[src/rtl/mem_port_arbiter_pkg.sv]
// Shared definitions for the fetch/data single-port RAM arbiter.
package mem_port_arbiter_pkg;

  localparam int unsigned ADDR_W_DEF = 11;
  localparam int unsigned DATA_W_DEF = 32;
  localparam int unsigned CNT_W      = 4;

  // Which requester owns the read response returning from the RAM this cycle.
  typedef enum logic [1:0] {
    OWN_NONE  = 2'd0,
    OWN_INSTR = 2'd1,
    OWN_DATA  = 2'd2
  } own_e;

endpackage

[src/rtl/mem_port_arbiter_starve.sv]
// Saturating fetch-starvation counter and per-cycle I/D priority select.
module arb_starve_ctr
  import mem_port_arbiter_pkg::*;
#(
  parameter int unsigned STARVE_MAX = 4
) (
  input  logic clk_i,
  input  logic rst_ni,
  input  logic i_req_i,
  input  logic d_req_i,
  output logic i_gnt_c_o,
  output logic d_gnt_c_o
);

  logic [CNT_W-1:0] starve_q;
  logic [CNT_W-1:0] starve_d;
  logic             starved_c;

  assign starved_c = (starve_q == CNT_W'(STARVE_MAX));

  // Data side wins conflicts until fetch has lost STARVE_MAX times in a row.
  always_comb begin
    i_gnt_c_o = 1'b0;
    d_gnt_c_o = 1'b0;
    if (rst_ni) begin
      if (i_req_i && (!d_req_i || starved_c)) begin
        i_gnt_c_o = 1'b1;
      end else if (d_req_i) begin
        d_gnt_c_o = 1'b1;
      end
    end
  end

  always_comb begin
    starve_d = starve_q;
    if (i_gnt_c_o) begin
      starve_d = '0;
    end else if (i_req_i && !starved_c) begin
      starve_d = starve_q + CNT_W'(1);
    end
  end

  always_ff @(posedge clk_i or negedge rst_ni) begin
    if (!rst_ni) begin
      starve_q <= '0;
    end else begin
      starve_q <= starve_d;
    end
  end

endmodule

[src/rtl/mem_port_arbiter.sv]
// Shares one single-port synchronous RAM between the fetch and data ports,
// routing the 1-cycle read response back to the requester that was granted.
module mem_port_arbiter
  import mem_port_arbiter_pkg::*;
#(
  parameter int unsigned ADDR_W     = ADDR_W_DEF,
  parameter int unsigned DATA_W     = DATA_W_DEF,
  parameter int unsigned STARVE_MAX = 4
) (
  input  logic                CLK,
  input  logic                RESET_N,
  input  logic                I_REQ,
  input  logic [31:0]         I_ADDR,
  output logic                I_GNT,
  output logic                I_RVALID,
  output logic [DATA_W-1:0]   I_RDATA,
  input  logic                D_REQ,
  input  logic                D_WE,
  input  logic [31:0]         D_ADDR,
  input  logic [DATA_W-1:0]   D_WDATA,
  input  logic [DATA_W/8-1:0] D_WMASK,
  output logic                D_GNT,
  output logic                D_RVALID,
  output logic [DATA_W-1:0]   D_RDATA,
  output logic                M_EN,
  output logic [ADDR_W-1:0]   M_ADDR,
  output logic [DATA_W/8-1:0] M_WE,
  output logic [DATA_W-1:0]   M_WDATA,
  input  logic [DATA_W-1:0]   M_RDATA
);

  own_e              owner_q;
  own_e              owner_d;
  logic [DATA_W-1:0] i_hold_q;
  logic [DATA_W-1:0] d_hold_q;

  // Byte-offset and above-RAM address bits are intentionally dropped.
  logic unused_addr_bits;
  assign unused_addr_bits = ^{I_ADDR[31:ADDR_W+2], I_ADDR[1:0],
                              D_ADDR[31:ADDR_W+2], D_ADDR[1:0]};

  arb_starve_ctr #(
    .STARVE_MAX (STARVE_MAX)
  ) u_starve (
    .clk_i     (CLK),
    .rst_ni    (RESET_N),
    .i_req_i   (I_REQ),
    .d_req_i   (D_REQ),
    .i_gnt_c_o (I_GNT),
    .d_gnt_c_o (D_GNT)
  );

  // RAM command for the winning requester.
  always_comb begin
    M_EN    = I_GNT | D_GNT;
    M_ADDR  = '0;
    M_WE    = '0;
    M_WDATA = '0;
    if (I_GNT) begin
      M_ADDR = I_ADDR[ADDR_W+1:2];
    end else if (D_GNT) begin
      M_ADDR  = D_ADDR[ADDR_W+1:2];
      M_WDATA = D_WDATA;
      if (D_WE) begin
        M_WE = D_WMASK;
      end
    end
  end

  always_comb begin
    owner_d = OWN_NONE;
    if (I_GNT) begin
      owner_d = OWN_INSTR;
    end else if (D_GNT && !D_WE) begin
      owner_d = OWN_DATA;
    end
  end

  always_ff @(posedge CLK or negedge RESET_N) begin
    if (!RESET_N) begin
      owner_q  <= OWN_NONE;
      i_hold_q <= '0;
      d_hold_q <= '0;
    end else begin
      owner_q <= owner_d;
      if (owner_q == OWN_INSTR) begin
        i_hold_q <= M_RDATA;
      end
      if (owner_q == OWN_DATA) begin
        d_hold_q <= M_RDATA;
      end
    end
  end

  // Live RAM data in the response cycle, last captured word otherwise.
  assign I_RVALID = (owner_q == OWN_INSTR);
  assign D_RVALID = (owner_q == OWN_DATA);
  assign I_RDATA  = I_RVALID ? M_RDATA : i_hold_q;
  assign D_RDATA  = D_RVALID ? M_RDATA : d_hold_q;

endmodule
[config.mk]
export PLATFORM = sky130hd
export DESIGN_NAME = mem_port_arbiter
export DESIGN_NICKNAME = d
export VERILOG_FILES = /design/src/rtl/mem_port_arbiter_pkg.sv /design/src/rtl/mem_port_arbiter_starve.sv /design/src/rtl/mem_port_arbiter.sv
export SDC_FILE = /design/constraint.sdc
export NUM_CORES = 1
export LEC_CHECK = 0
export CORE_AREA = 2 2 99 101
export CTS_CLUSTER_SIZE = 16
export DETAILED_ROUTE_END_ITERATION = 16
export DIE_AREA = 0 0 101 103
export DONT_BUFFER_PORTS = 1
export SKIP_CTS_REPAIR_TIMING = 1
export SLEW_MARGIN = 20
export SYNTH_ARGS = -nofsm -noshare
export SYNTH_HDL_FRONTEND = slang
export SYNTH_SLANG_ARGS = --single-unit
[constraint.sdc]
create_clock -name CLK -period 1.8 [get_ports CLK]
set_input_delay 0.36 -clock CLK [delete_from_list [all_inputs] [get_ports CLK]]
set_output_delay 0.36 -clock CLK [all_outputs]
set_load 0.02 [all_outputs]
==> summary.txt, run 1 <==
Delay-heaviest family, CP = buffers and inverters
Mean post-synth cell area = 13.6 µm²
Mux contribution to synthesized area = 23.6%
RR Startpoint = u_starve.starve_q[0]
# IOs = 253
Fin. Hold Viols = 70
GRT Util Overall = 13.2%
Adder-cell share of the synthesized area = 0.809%
Top-area cell type share of the netlist area = 56.7%
Sequential fraction of the synthesis area = 56.7%
Netlist cell types = 28
Fin Hold WS = -0.301 ns
Worst setup SP type = flop
CTS tree = built
Largest net degree at the start of global routing = 75
First-pass DRT Iterations = 3
Post-synthesis xor/xnor area fraction = 0%
Required @ worst endpoint = 1.44 ns
DR iter-0 viols = 30
Critical path, cell by cell = inv_2 -> ha_4 -> buf_4 -> nand3b_1 -> a21oi_2 -> buf_12 -> buf_4 -> a22o_4
Worst setup margin = -0.359 ns
Placer Congestion = 0.798
Worst slew margin = 79.6%
Delay of the slowest critical-path stage = 0.37 ns
Crit path arrival time = 1.80 ns
Yosys warns = 0
Post-Syn Nets = 367
Via density = 5.25
Clock Sinks = 70
DRC Markers = 0
Total CTS buffers = 9
P&R area growth vs syn = 39.1%
Synth Area in Simple Gates = 10.4%
Vias in the first global route = 1811
Leak Pwr = 2.09 nW
Final net count = 398
Root buffer cell = clkbuf_8
Overall Power = 5.52 mW
Core Region = 0.00946 mm²
Pwr/cell area = 1280 mW/mm²
Htree depth = 3
Grt total ovfl = 0
Max Cap Viol = 0
Min-Delay Path Class = input port to asynchronous set/reset pin
Die ar. = 0.0104 mm²
Status = complete, but fails checks
Buf/Inv on CP = 4
DP Area = 0.00336 mm²
Fin crit period = 2.16 ns
Routed vias = 1983
WL final = 8.84 mm
Top cells by area, synth = dfrtp_1 (57%), mux2_2 (23%), and2_1 (6.5%)
Initial core utilization = 32.7%
Slew at the pin with the worst max-slew slack = 0.305 ns
Syn Std Cell Area = 0.00309 mm²
Combinational family with the most area after synthesis = multiplexers
Initial antenna violation count = 0
R2R setup slack = 0.18 ns
Clock latency on the worst-skew pair = 0.34 ns
Port bufs = 0
Fmax achieved = 463 MHz
Max Buffers Root-to-Sink = 2
Chip width = 101 µm
Final core utilization = 45.4%
Synth Register Bits = 70
Highest-delay cell along the critical path = dfrtp_1
Cells after Synth = 228
Layout cells sized above 1 = 64.8%
Worst-path maximum fanout = 7
Crit-path most repeated cell = buf_4
Avg WL per Cell = 23.4 µm
Final Setup Violations = 114
Hpwl dp = 5.41 mm
Yosys top cell by area = dfrtp_1
CP Launch Point = u_starve.starve_q[0]
Setup crit end kind = primary output
CP Class = flop to primary output
Skew final = 0.0116 ns
Final slew viol count = 0
Rows = 36
RSZ-0062 raised after global routing = yes
Failing checks = hold timing, setup timing
Finished Cell Area = 0.00430 mm²
Remaining antenna violation count = 0
Synth Area in Compound Gates = 5.10%
Ant. Diodes = 0
CTS clock-pin slew for the worst setup and hold paths = 0.09 ns
DIE HEIGHT = 103 µm
Fin crit share = 120%
Worst VDD drop = 0.457 mV
First-pass GRT wire length = 10.1 mm
through the flow:
step	TNS, ns	cells	setup WS [ns]	hold WS (ns)
detailed placement	-2.31	342	-0.0911	0.0659
global route	-38.32	378	-0.455	-0.341
global placement	-0.589	342	-0.0469	0.0660
finish	-29.08	378	-0.359	-0.301
floorplan	-0.210	228	-0.0212	0.0644
CTS	-37.03	358	-0.502	-0.330
metal layers:
metal	GRT usage [%]	part of all wire, %
met5	0	0
met4	4.68	2.0
met3	7.53	11
met2	21.5	48
met1	14.5	40
cells in the mapped netlist:
cell,n
a21oi_4,1
nand2b_1,1
and3_1,4
or2_2,1
mux2i_1,1
nor3_1,2
and2_1,32
nand2_1,3
a21o_1,1
and3b_2,1
nor2b_1,2
inv_1,4
nor2_1,1
buf_4,3
dfrtp_1,70
and2b_1,1
o21ai_0,2
mux2_2,64
nor3b_1,1
nand3b_1,1
nand3_1,3
buf_6,1
a22o_1,11
ha_1,2
buf_2,11
a21oi_1,2
o2bb2ai_1,1
a21oi_2,1
state kept, by name, indices dropped and copies added, names as in the netlist:
register,flops
i_hold_q,32
owner_q,2
u_starve.starve_q,4
d_hold_q,32
cell families after synthesis:
group,count (synthesis)
buffers and inverters,19
AND/OR/NAND/NOR,53
AO/OA/AOI/OAI,19
flip-flops,70
adder cells (fa/ha/maj),2
multiplexers,65
worst reg2reg max path: stages, from the launching register on:
cell,delay [ns]
dfrtp_1,0.40
inv_2,0.08
ha_4,0.13
buf_4,0.10
nand3b_1,0.11
a21oi_2,0.20
buf_12,0.14
buf_8,0.12
buf_4,0.11
buf_4,0.10
a21oi_1,0.03
layout by cell type (no fill, tap or decap), types with 2 or more instances in the layout:
cell / n
a22o_4: 11
clkbuf_8: 9
and2_4: 32
buf_6: 5
nand2_1: 3
bufinv_16: 2
mux2_4: 64
clkbuf_16: 4
inv_6: 2
o21ai_0: 2
dfrtp_1: 70
nor3_1: 2
inv_2: 2
buf_12: 7
buf_4: 16
a21oi_1: 2
buf_8: 3
and3_4: 3
inv_1: 2
nand3_1: 3
worst paths after layout:
| kind | end | depth (start not counted) |
|---|---|---|
| min in group CLK | u_starve.starve_q[0] | 2 |
| setup reg to reg | u_starve.starve_q[0] | 10 |
| hold / removal | i_hold_q[17] | 0 |
| setup / recovery | M_ADDR[8] | 8 |
| max in group asynchronous | d_hold_q[29] | 0 |
| hold reg to reg | d_hold_q[13] | 1 |
cell type report:
type                       instances  area (µm²)
clock buffer                       9         124
clock inverter                     7         105
fill                             839        5160
inverter                           4        15.0
multi-input combinational        139        1700
sequential                        70        1750
tap                              114         143
timing repair buffer              35         462
report_power, final:
part / total (mW) / leakage [nW] / switching [mW] / internal, mW
sequential: 2.13 / 0.826 / 0.145 / 1.98
combinational: 1.93 / 1.15 / 1.08 / 0.855
clock: 1.46 / 0.112 / 0.662 / 0.802
Power figures use the tool's default switching activity.
==> inputs of run 2 (changes only) <==
==> constraint.sdc (replaced) <==
create_clock -name CLK -period 1.8 [get_ports CLK]
set_input_delay 0.27 -clock CLK [delete_from_list [all_inputs] [get_ports CLK]]
set_output_delay 0.27 -clock CLK [all_outputs]
set_load 0.02 [all_outputs]
==> summary.txt, run 2 (synthesis gave the netlist of run 1 again) <==
Crit path arrival time = 1.82 ns (was 1.80 ns)
Required @ worst endpoint = 1.53 ns (was 1.44 ns)
Pwr/cell area = 1230 mW/mm² (was 1280 mW/mm²)
Hpwl dp = 5.30 mm (was 5.41 mm)
Routed vias = 1975 (was 1983)
CP Launch Point = u_starve.starve_q[0] (unchanged)
Delay of the slowest critical-path stage = 0.37 ns (about the same)
First-pass GRT wire length = 10.1 mm (about the same)
R2R cell count = 9 (was 10)
Remaining antenna violation count = 0 (unchanged)
Fin crit share = 116% (was 120%)
Final net count = 393 (was 398)
DR iter-0 viols = 50 (was 30)
Placer Congestion = 0.891 (was 0.798)
P&R area growth vs syn = 31.7% (was 39.1%)
Initial core utilization = 32.7% (unchanged)
Port bufs = 0 (unchanged)
Rows = 36 (unchanged)
Worst setup margin = -0.293 ns (was -0.359 ns)
Max Buffers Root-to-Sink = 2 (unchanged)
Finished Cell Area = 0.00407 mm² (was 0.00430 mm²)
Setup crit end kind = primary output (unchanged)
CP Class = flop to primary output (unchanged)
Total CTS buffers = 9 (unchanged)
CTS tree = built (unchanged)
Leak Pwr = 1.87 nW (was 2.09 nW)
Skew final = 0.00383 ns (was 0.0116 ns)
Core Region = 0.00946 mm² (unchanged)
Worst setup SP type = flop (unchanged)
Clock latency on the worst-skew pair = 0.35 ns (was 0.34 ns)
Worst slew margin = 75.2% (was 79.6%)
CTS clock-pin slew for the worst setup and hold paths = 0.08 ns (was 0.09 ns)
Final slew viol count = 0 (unchanged)
Status = complete, but fails checks (unchanged)
Critical path, cell by cell = inv_2 -> ha_4 -> and3b_2 -> a21oi_4 -> buf_4 -> clkbuf_16 -> and2_4 (was inv_2 -> ha_4 -> buf_4 -> nand3b_1 -> a21oi_2 -> buf_12 -> buf_4 -> a22o_4)
Fmax achieved = 478 MHz (was 463 MHz)
RSZ-0062 raised after global routing = yes (unchanged)
WL final = 8.69 mm (was 8.84 mm)
# IOs = 253 (unchanged)
GRT Util Overall = 13.2% (about the same)
Chip width = 101 µm (unchanged)
Clock Sinks = 70 (unchanged)
Commonest non-fill, non-tap cell in the layout = dfrtp_1 (unchanged)
DIE HEIGHT = 103 µm (unchanged)
Worst-path maximum fanout = 9 (was 7)
Highest-delay cell along the critical path = dfrtp_1 (unchanged)
Slew at the pin with the worst max-slew slack = 0.372 ns (was 0.305 ns)
Initial antenna violation count = 3 (was 0)
Failing checks = hold timing, setup timing (unchanged)
DRC Markers = 0 (unchanged)
Regs by FF count = d_hold_q: 32 flops, i_hold_q: 32 flops, u_starve.starve_q: 4 flops (unchanged)
RR Startpoint = u_starve.starve_q[0] (unchanged)
First-pass DRT Iterations = 6 (was 3)
Vias in the first global route = 1870 (was 1811)
Min-Delay Path Class = input port to asynchronous set/reset pin (unchanged)
Die ar. = 0.0104 mm² (unchanged)
Final Setup Violations = 105 (was 114)
Grt total ovfl = 0 (unchanged)
Root buffer cell = clkbuf_8 (unchanged)
Fin. Hold Viols = 70 (unchanged)
Fin crit period = 2.09 ns (was 2.16 ns)
Avg WL per Cell = 23.2 µm (was 23.4 µm)
DP Area = 0.00330 mm² (was 0.00336 mm²)
Fin Hold WS = -0.386 ns (was -0.301 ns)
Layout cells sized above 1 = 63.6% (was 64.8%)
Via density = 5.27 (was 5.25)
Worst VDD drop = 0.527 mV (was 0.457 mV)
Htree depth = 3 (unchanged)
Final core utilization = 43.1% (was 45.4%)
Max Cap Viol = 0 (unchanged)
Most frequent cells in the layout = dfrtp_1 (70), mux2_2 (34), mux2_4 (30), and2_4 (30) (was dfrtp_1 (70), mux2_4 (64), and2_4 (32), buf_4 (16), a22o_4 (11))
Largest net degree at the start of global routing = 75 (unchanged)
[run 2: changes by cell type in the layout (fill, tap and decap cells not counted), moves of 3 or more]
| cell | previous run | this run |
|---|---|---|
| clkinv_2 | 0 | 3 |
| mux2_2 | 0 | 34 |
| buf_4 | 16 | 11 |
| diode_2 | 0 | 3 |
| mux2_4 | 64 | 30 |
| buf_6 | 5 | 8 |
| buf_12 | 7 | 4 |
[run 2: where the power goes]
part	internal, mW	switching (mW)
clock	0.488	0.590
combinational	0.740	1.08
sequential	1.98	0.133
[run 2: layout make-up]
cell class / instances / area [µm²]
Fill cell: 862 / 5390
Antenna cell: 3 / 7.51
Sequential cell: 70 / 1750
Clock buffer: 9 / 124
Multi-Input combinational cell: 139 / 1580
Tap cell: 114 / 143
Inverter: 4 / 15.0
Clock inverter: 6 / 38.8
Timing Repair Buffer: 30 / 418
[run 2: per-stage QoR]
stage	worst slack [ns]	setup TNS, ns	instances	power, mW	hold WS, ns
after floorplan	0.0480	0	228	3.37	-0.0256
after global placement	0.0294	0	339	3.59	-0.0240
after detailed placement	0.000151	0	339	3.64	-0.0242
after CTS	-0.400	-26.75	354	4.75	-0.414
after global routing	-0.376	-30.62	375	5.28	-0.428
final	-0.293	-20.95	375	5.01	-0.386
[run 2: final timing paths]
| check | to | slack (ns) |
|---|---|---|
| worst max-delay path | M_WDATA[20] | -0.29 |
| worst min-delay path | i_hold_q[1] | -0.39 |
| worst max register to register | u_starve.starve_q[2] | 0.16 |
| worst min register to register | d_hold_q[8] | 0.55 |
| max in group asynchronous | u_starve.starve_q[0] | 2.09 |
| min in group CLK | u_starve.starve_q[0] | 0.08 |
[run 2: worst max-delay path, delay by kind of cell (launching register included)]
family	cells	cell delay, ns
flops	1	0.37
buf+inv	3	0.37
fa+ha+maj	1	0.16
compound gates	1	0.18
simple gates	2	0.40
[run 2: routing by layer]
layer,share of wire [%],vias up,global-route usage [%]
li1,-,843,-
met1,37,990,13.1
met2,50,133,20.7
met3,12,9,9.02
met4,1.4,0,7.28
met5,0,-,0
==> inputs of run 3 (changes only) <==
--- a/config.mk
+++ b/config.mk
@@ -10,6 +10,7 @@
 export DETAILED_ROUTE_END_ITERATION = 16
 export DIE_AREA = 0 0 101 103
 export DONT_BUFFER_PORTS = 1
+export HOLD_SLACK_MARGIN = 0.05
 export SKIP_CTS_REPAIR_TIMING = 1
 export SLEW_MARGIN = 20
 export SYNTH_ARGS = -nofsm -noshare
==> summary.txt, run 3 (synthesis gave the netlist of run 1 again) <==
Largest net degree at the start of global routing = 75 (unchanged)
Final net count = 394 (was 393)
Seq pwr share = 42.2% (about the same)
Avg WL per Cell = 23.1 µm (was 23.2 µm)
Setup TNS = -21.18 ns (was -20.95 ns)
Delay of the slowest critical-path stage = 0.37 ns (about the same)
Most frequent cells in the layout = dfrtp_1 (70), mux2_2 (34), mux2_4 (30), and2_4 (30) (unchanged)
Highest-delay cell along the critical path = dfrtp_1 (unchanged)
Via density = 5.28 (was 5.27)
Overall Power = 5.01 mW (about the same)
Worst setup SP type = flop (unchanged)
Switching Power = 1.80 mW (about the same)
Clk pwr share = 21.5% (about the same)
Fin crit period = 2.10 ns (was 2.09 ns)
Final slew viol count = 0 (unchanged)
DRC Markers = 0 (unchanged)
Die ar. = 0.0104 mm² (unchanged)
Port bufs = 0 (unchanged)
Routed vias = 1987 (was 1975)
Hpwl dp = 5.30 mm (unchanged)
Remaining antenna violation count = 0 (unchanged)
Initial core utilization = 32.7% (unchanged)
Comb power frac = 36.3% (about the same)
Buf/Inv on CP = 3 (unchanged)
Fmax achieved = 476 MHz (was 478 MHz)
Setup crit end kind = primary output (unchanged)
CTS clock-pin slew for the worst setup and hold paths = 0.08 ns (about the same)
Worst slew margin = 75.2% (unchanged)
Core Region = 0.00946 mm² (unchanged)
Layout cells sized above 1 = 63.3% (was 63.6%)
Clock Sinks = 70 (unchanged)
Worst r2r dst = u_starve.starve_q[2] (unchanged)
Status = complete, but fails checks (unchanged)
Post-Place Worst Slack = 0.000151 ns (unchanged)
WL final = 8.70 mm (was 8.69 mm)
Min-Delay Path Class = input port to asynchronous set/reset pin (unchanged)
Worst Setup EP = M_WE[0] (was M_WDATA[20])
CTS tree = built (unchanged)
Worst setup margin = -0.300 ns (was -0.293 ns)
Worst-path maximum fanout = 7 (was 9)
Fin Hold WS = -0.386 ns (about the same)
Finished Cell Area = 0.00408 mm² (was 0.00407 mm²)
Vias in the first global route = 1870 (unchanged)
Instance count on the critical path = 7 (unchanged)
DIE HEIGHT = 103 µm (unchanged)
First-pass GRT wire length = 10.1 mm (unchanged)
Fin. Hold Viols = 70 (unchanged)
CP Class = flop to primary output (unchanged)
Total CTS buffers = 9 (unchanged)
Rows = 36 (unchanged)
Required @ worst endpoint = 1.53 ns (about the same)
Commonest non-fill, non-tap cell in the layout = dfrtp_1 (unchanged)
Leak Pwr = 1.88 nW (was 1.87 nW)
P&R area growth vs syn = 32.1% (was 31.7%)
Htree depth = 3 (unchanged)
Failing checks = hold timing, setup timing (unchanged)
# IOs = 253 (unchanged)
Int Pwr = 3.21 mW (about the same)
Regs by FF count = d_hold_q: 32 flops, i_hold_q: 32 flops, u_starve.starve_q: 4 flops (unchanged)
Clock latency on the worst-skew pair = 0.35 ns (about the same)
Worst VDD drop = 0.527 mV (about the same)
CP Launch Point = u_starve.starve_q[0] (unchanged)
R2R setup slack = 0.16 ns (about the same)
GRT Util Overall = 13.2% (unchanged)
Grt total ovfl = 0 (unchanged)
Skew final = 0.00403 ns (was 0.00383 ns)
Max Cap Viol = 0 (unchanged)
Initial antenna violation count = 3 (unchanged)
Slew at the pin with the worst max-slew slack = 0.372 ns (unchanged)
First-pass DRT Iterations = 4 (was 6)
Max Buffers Root-to-Sink = 2 (unchanged)
Chip width = 101 µm (unchanged)
Final Setup Violations = 106 (was 105)
RSZ-0062 raised after global routing = yes (unchanged)
Pwr/cell area = 1230 mW/mm² (about the same)
Root buffer cell = clkbuf_8 (unchanged)
RR Startpoint = u_starve.starve_q[0] (unchanged)
Crit path arrival time = 1.83 ns (was 1.82 ns)
Sw frac = 36.0% (about the same)
DP Area = 0.00330 mm² (unchanged)
Fin crit share = 117% (was 116%)
Placer Congestion = 0.891 (unchanged)
Delay-heaviest family, CP = simple AND/OR/NAND/NOR gates (unchanged)
DR iter-0 viols = 51 (was 50)
R2R cell count = 9 (unchanged)
Critical path, cell by cell = inv_2 -> ha_4 -> and3b_2 -> a21oi_4 -> buf_6 -> buf_12 -> and3_4 (was inv_2 -> ha_4 -> and3b_2 -> a21oi_4 -> buf_4 -> clkbuf_16 -> and2_4)
==> run 3: changes by cell type in the layout (fill, tap and decap cells not counted), sizes merged <==
cell         previous run  this run
dlygate4sd3             0         1
==> run 3: area by class of cell <==
type / count / area (µm²)
inverter: 4 / 15.0
clock inverter: 6 / 38.8
sequential: 70 / 1750
multi-input combinational: 139 / 1580
clock buffer: 9 / 124
antenna: 3 / 7.51
fill: 862 / 5380
timing repair buffer: 31 / 428
tap: 114 / 143
==> run 3: metal layers <==
layer  GRT usage (%)  part of all wire [%]
met5               0                     0
met2            20.7                    49
met1            13.1                    38
met3            9.02                    12
met4            7.28                   1.4
==> run 3: power by group through the flow <==
| stage | Combinational (mW) | Sequential (mW) | Clock (mW) |
|---|---|---|---|
| floorplan | 1.28 | 2.09 | 0 |
| global placement | 1.48 | 2.11 | 0 |
| detailed placement | 1.51 | 2.13 | 0 |
| CTS | 1.51 | 2.10 | 1.13 |
| global route | 1.91 | 2.16 | 1.21 |
| finish | 1.82 | 2.11 | 1.08 |
==> run 3: stage by stage <==
stage | instances | util, %
6_report | 376 | 43.2
2_1_floorplan | 228 | -
4_1_cts | 354 | 36.6
5_1_grt | 376 | 43.2
3_5_place_dp | 339 | 34.8
3_3_place_gp | 339 | 34.8
==> run 3: how the worst min path moves through the flow <==
stage,startpoint,to,depth (start not counted)
6_report,RESET_N,i_hold_q[1],0
5_1_grt,RESET_N,d_hold_q[13],0
4_1_cts,RESET_N,d_hold_q[28],0
3_5_place_dp,RESET_N,i_hold_q[20],0
3_3_place_gp,RESET_N,d_hold_q[20],0
2_1_floorplan,RESET_N,d_hold_q[0],0
